--- src/rtl/rv32m_issue.sv ---
// rv32m_issue: initiator side of the M-extension start/finish handshake.
// Takes one MUL/DIV request, resolves divide corner cases locally or
// launches the multi-cycle unit, then returns the result with its tag.
//
// Ports:
//   clk, rst                      clock, async active-high reset
//   req_valid/ready, req_a/b/m/rd execute-stage request
//   resp_valid/ready, resp_r/rd   result back to the pipeline
//   resp_err                      result produced by timeout
//   mdu_start/a/b/m               launch of the multi-cycle unit
//   mdu_finish, mdu_r             completion from the unit
//   busy                          operation in flight
module rv32m_issue #(
  parameter int TIMEOUT_CYCLES = 64,
  parameter int TW = 5
) (
  input  logic          clk,
  input  logic          rst,
  input  logic          req_valid,
  output logic          req_ready,
  input  logic [31:0]   req_a,
  input  logic [31:0]   req_b,
  input  logic [2:0]    req_m,
  input  logic [TW-1:0] req_rd,
  output logic          resp_valid,
  input  logic          resp_ready,
  output logic [31:0]   resp_r,
  output logic [TW-1:0] resp_rd,
  output logic          resp_err,
  output logic          mdu_start,
  output logic [31:0]   mdu_a,
  output logic [31:0]   mdu_b,
  output logic [2:0]    mdu_m,
  input  logic          mdu_finish,
  input  logic [31:0]   mdu_r,
  output logic          busy
);

  localparam int CW =
    (TIMEOUT_CYCLES > 2) ? $clog2(TIMEOUT_CYCLES) : 1;
  localparam logic [CW-1:0] TMAX = CW'(TIMEOUT_CYCLES - 1);

  typedef enum logic [1:0] {
    S_IDLE,
    S_ISSUE,
    S_WAIT,
    S_RESP
  } state_t;

  state_t        state_q;
  logic [31:0]   a_q;
  logic [31:0]   b_q;
  logic [2:0]    m_q;
  logic [TW-1:0] rd_q;
  logic [31:0]   r_q;
  logic          err_q;
  logic [CW-1:0] cnt_q;

  logic          fast_hit;
  logic [31:0]   fast_r;

  // Divide corner cases answered without the unit.
  // Overflow only applies to the signed ops (m[0]=0).
  always_comb begin
    fast_hit = 1'b0;
    fast_r   = 32'h0;
    if (req_m[2]) begin
      if (req_b == 32'h0) begin
        fast_hit = 1'b1;
        fast_r   = req_m[1] ? req_a : 32'hFFFF_FFFF;
      end else if (!req_m[0] &&
                   req_a == 32'h8000_0000 &&
                   req_b == 32'hFFFF_FFFF) begin
        fast_hit = 1'b1;
        fast_r   = req_m[1] ? 32'h0 : 32'h8000_0000;
      end
    end
  end

  always_ff @(posedge clk or posedge rst) begin
    if (rst) begin
      state_q <= S_IDLE;
      a_q     <= '0;
      b_q     <= '0;
      m_q     <= '0;
      rd_q    <= '0;
      r_q     <= '0;
      err_q   <= 1'b0;
      cnt_q   <= '0;
    end else begin
      unique case (state_q)
        S_IDLE: begin
          if (req_valid) begin
            a_q   <= req_a;
            b_q   <= req_b;
            m_q   <= req_m;
            rd_q  <= req_rd;
            err_q <= 1'b0;
            cnt_q <= '0;
            if (fast_hit) begin
              r_q     <= fast_r;
              state_q <= S_RESP;
            end else begin
              state_q <= S_ISSUE;
            end
          end
        end
        S_ISSUE: begin
          cnt_q   <= '0;
          state_q <= S_WAIT;
        end
        S_WAIT: begin
          // finish takes priority over a same-cycle timeout
          if (mdu_finish) begin
            r_q     <= mdu_r;
            err_q   <= 1'b0;
            state_q <= S_RESP;
          end else if (cnt_q == TMAX) begin
            r_q     <= '0;
            err_q   <= 1'b1;
            state_q <= S_RESP;
          end else begin
            cnt_q <= cnt_q + CW'(1);
          end
        end
        S_RESP: begin
          if (resp_ready) state_q <= S_IDLE;
        end
        default: state_q <= S_IDLE;
      endcase
    end
  end

  assign req_ready  = (state_q == S_IDLE);
  assign busy       = (state_q != S_IDLE);
  assign mdu_start  = (state_q == S_ISSUE);
  assign resp_valid = (state_q == S_RESP);
  assign resp_r     = r_q;
  assign resp_rd    = rd_q;
  assign resp_err   = err_q;
  assign mdu_a      = a_q;
  assign mdu_b      = b_q;
  assign mdu_m      = m_q;

endmodule

--- config.mk ---
export PLATFORM = sky130hd
export DESIGN_NAME = rv32m_issue
export DESIGN_NICKNAME = d
export VERILOG_FILES = /design/src/rtl/rv32m_issue.sv
export SDC_FILE = /design/constraint.sdc
export NUM_CORES = 1
export LEC_CHECK = 0
export BUFFER_PORTS_ARGS = -buffer_cell sky130_fd_sc_hd__buf_2
export CAP_MARGIN = 5
export CORE_ASPECT_RATIO = 0.8
export CORE_UTILIZATION = 48
export DETAILED_ROUTE_END_ITERATION = 7
export HOLD_SLACK_MARGIN = 0.12
export MAX_ROUTING_LAYER = met4
export PLACE_DENSITY = 0.8
export RECOVER_POWER = 50
export SLEW_MARGIN = 40
export SYNTH_ARGS = -nofsm -noshare
export SYNTH_HDL_FRONTEND = slang
export SYNTH_SLANG_ARGS = --single-unit
--- constraint.sdc ---
create_clock -name clk -period 5 [get_ports clk]
set_clock_uncertainty 0.1 [all_clocks]
set_input_delay 0.75 -clock clk [delete_from_list [all_inputs] [get_ports clk]]
set_output_delay 0.75 -clock clk [all_outputs]
set_load 0.02 [all_outputs]
==> flow_summary.json <==
{
  "pwr_density_cell_nw_per_um2": 680,
  "timing.critical_path.required_ns": 5.18,
  "cts.htree.levels": 4,
  "timing.critical_path.arrival_ns": 3.57,
  "power.share.combinational_pct": 41.9,
  "cts.clk_slew.worst_paths_ns": 0.05,
  "detailed_place_hpwl_mm": 10.8,
  "synth-compound-area-share_pct": 7.95,
  "initial_core_util_pct": 50.4,
  "gp_routability_congestion": 0.876,
  "dominant_combinational_cell_family_by_area_after_synthesis": "multiplexers",
  "min_delay_startpoint": "mdu_m[2]",
  "peak_fanout_along_the_critical_path": 16,
  "cap_viol_max_count": 1,
  "peakVddDrop_v": 0.000427,
  "netsw_uw": 1850,
  "critical_path.most_common_cell": "sky130_fd_sc_hd__nand4_1",
  "post_route_cells_drive_above_1_share_pct": 48.2,
  "critical_path_class": "primary input to flop",
  "first_global_vias": 4251,
  "final_slew_violations": 83,
  "synth.mux.area_fraction_pct": 24.1,
  "layout.cells.non_filler": 773,
  "tritoncts": "built",
  "cpMaxStageDelayCell": "sky130_fd_sc_hd__a31oi_4",
  "clockBufferDepth": 2,
  "syn_nets": 514,
  "detail_route.drc_violations": 0,
  "layout.area.seq_um2": 2830,
  "synth_area_um2": 5290,
  "detail_route.iter0.violations": 138,
  "failed_checks": "capacitance limit, slew limit",
  "cts.repair_timing.setup_buffer_count": 0,
  "area_delta_synth_final_pct": 33.3,
  "drt_first_pass_iters": 4,
  "slew-limit-headroom_pct": -108,
  "setup.worst_path.start_class": "primary input",
  "n_antenna_cell": 0,
  "rsz_0062_raised_after_global_routing": "no",
  "hold_viol": 0,
  "cts_hold_repair.buffers": 0,
  "synth-adder-area-share_pct": 1.18,
  "global_route.usage.total_pct": 27.2,
  "die_width_um": 119,
  "synth_seq_cells": 113,
  "switching_share_pct": 38.5,
  "power.internal_uw": 2950,
  "most_common_cell_after_layout_fill_and_taps_aside": "sky130_fd_sc_hd__buf_2",
  "core.rowCount": 33,
  "layout_worst_path_cycle_share_pct": 67.8,
  "drtAntennaViolNets": 0,
  "post_synth_num_cell_types": 37,
  "ys.warnings.count": 0,
  "timing.critical_path.cells": "buf_2 > nand4_1 > or4_1 > nor4_1 > nand4_1 > a31oi_4 > buf_4 > mux2_1",
  "post_synth.cell_area_avg_um2": 13.2,
  "timing_worst_slew_pin_value_ns": 3.12,
  "synth-edff-count": 0,
  "seq_area_frac_synth_pct": 53.5,
  "num_vias": 4234,
  "hold_path_class": "flop to flop",
  "multi_input_comb_area_um2": 2360,
  "post_cts.resized_instances": 0,
  "die_height_um": 95.9,
  "mostFrequentLayoutCells": "163 x sky130_fd_sc_hd__buf_2, 113 x sky130_fd_sc_hd__dfrtp_1, 71 x sky130_fd_sc_hd__mux2_2",
  "fin_nets": 735,
  "clock_sinks": 113,
  "dp_cells": 742,
  "cts_buffers": 17,
  "critical_path.startpoint": "req_b[5]",
  "fmax_ghz": 0.295,
  "fin_setup_tns_ns": 0,
  "outcome": "finished with violations",
  "crit_path_max_incr_delay_ns": 0.75,
  "power.share.clock_pct": 25.6,
  "yosys.area_share.simple_pct": 10.6,
  "io_buffers": 217,
  "ctsRootBufferMaster": "sky130_fd_sc_hd__clkbuf_16",
  "final_report_setup_violation_count": 0,
  "synthXorXnorAreaFrac_pct": 0.331,
  "grt_max_degree": 83,
  "p_seq_share_pct": 32.5,
  "routed_wirelength_mm": 14.8,
  "grt_antenna_before_repair": 0,
  "number_of_i_o_pins": 218,
  "power.leakage_uw": 0.00334,
  "setup.worst_path.end_class": "flop",
  "globalRouteOverflowTotal": 0,
  "core_um2": 10500,
  "first_pass_grt_wire_length_mm": 22.5,
  "instance_count_of_the_mapped_netlist": 400,
  "synthFlopType": "sky130_fd_sc_hd__dfrtp_1",
  "nFillCells": 801,
  "reg2reg_from": "state_q[0]",
  "async_flop_share_pct": 100,
  "timing.final.crit_period_ns": 3.39,
  "routedWlPerCell_um": 19.2,
  "die_area_um2": 11400,
  "insertion_delay_to_the_later_sink_of_the_worst_skew_pair_ns": 0.40,
  "avgViaCountPerCell": 5.48
}
## per-stage QoR
stage | hold slack, ns | worst slack [ns] | power [uW] | instance area [um^2] | util (%)
global route | 0.420 | 0.857 | 5030 | 7050 | 67.2
detailed placement | 0.380 | 1.20 | 3630 | 6520 | 62.2
global placement | 0.358 | 1.34 | 3560 | 6510 | 62.1
CTS | 0.401 | 1.59 | 4880 | 7120 | 67.9
finish | 0.396 | 1.61 | 4800 | 7050 | 67.2
floorplan | 0.380 | 1.16 | 2940 | 5290 | -
## cell usage after synthesis (2+ instances only)
cell / n / area (um^2)
sky130_fd_sc_hd__or4_1: 2 / 15.0
sky130_fd_sc_hd__a22o_1: 31 / 272
sky130_fd_sc_hd__dfrtp_1: 113 / 2830
sky130_fd_sc_hd__nor2_1: 8 / 30.0
sky130_fd_sc_hd__nand3_1: 3 / 15.0
sky130_fd_sc_hd__nand2_1: 12 / 45.0
sky130_fd_sc_hd__mux2_1: 2 / 22.5
sky130_fd_sc_hd__ha_1: 5 / 62.6
sky130_fd_sc_hd__or3_1: 2 / 12.5
sky130_fd_sc_hd__nand4_1: 10 / 62.6
sky130_fd_sc_hd__nor3_1: 3 / 15.0
sky130_fd_sc_hd__mux2_2: 71 / 800
sky130_fd_sc_hd__a21oi_1: 3 / 15.0
sky130_fd_sc_hd__buf_6: 3 / 33.8
sky130_fd_sc_hd__nor4_1: 16 / 100
sky130_fd_sc_hd__xnor2_1: 2 / 17.5
sky130_fd_sc_hd__nor2b_1: 2 / 12.5
sky130_fd_sc_hd__o21ai_0: 8 / 40.0
sky130_fd_sc_hd__and2_1: 2 / 12.5
sky130_fd_sc_hd__inv_1: 7 / 26.3
sky130_fd_sc_hd__mux2_4: 30 / 450
sky130_fd_sc_hd__clkbuf_1: 18 / 67.6
sky130_fd_sc_hd__nand2b_1: 33 / 206
## critical path, delay by kind of cell
kind / cells / cell delay [ns]
and+or+nand+nor: 4 / 1.25
AOI/OAI and AO/OA: 1 / 0.75
muxes: 1 / 0.35
buffers and inverters: 2 / 0.46
## final timing paths
check | to | cells past startpoint | slack, ns
setup / recovery | resp_r[31] | 8 | 1.61
hold / removal | mdu_m[2] | 2 | 0.40
setup reg to reg | resp_r[31] | 8 | 1.88
hold reg to reg | mdu_m[2] | 2 | 0.40
max in group asynchronous | resp_r[27] | 2 | 1.62
min in group asynchronous | mdu_b[17] | 2 | 1.33
## registers in the layout (all words and copies together) (netlist names)
name,count
resp_r,32
resp_rd,5
mdu_b,32
cnt_q,6
mdu_a,32
resp_err,1
state_q,2
mdu_m,3
## metal layers
metal  vias to the layer above  global-route usage (%)  part of all wire (%)
met2                       178                    43.1                    48
li1                       1921                       -                     -
met3                        19                    6.58                   5.9
met1                      2116                    34.7                    44
met5                         -                       -                     0
met4                         0                    8.65                   1.4
## layout make-up
| type | instances | share of cell area [%] |
|---|---|---|
| Inverter | 7 | 0.373 |
| Clock inverter | 13 | 2.32 |
| Tap cell | 140 | 2.48 |
| Multi-Input combinational cell | 259 | 33.4 |
| Timing Repair Buffer | 223 | 15.1 |
| Sequential cell | 113 | 40.1 |
| Clock buffer | 18 | 6.23 |
## power groups by stage
stage / Sequential [uW] / Combinational, uW / Clock, uW
after detailed placement: 1560 / 2080 / 0
after global placement: 1540 / 2020 / 0
after CTS: 1550 / 2080 / 1240
after global routing: 1610 / 2130 / 1290
final: 1560 / 2010 / 1230
after floorplan: 2040 / 901 / 0
## cell families after synthesis
kind of cell    after synthesis
simple gates                 97
flops                       113
fa+ha+maj                     5
mux                         103
buf+inv                      28
compound gates               52
xor+xnor                      2
Power figures use the tool's default switching activity.
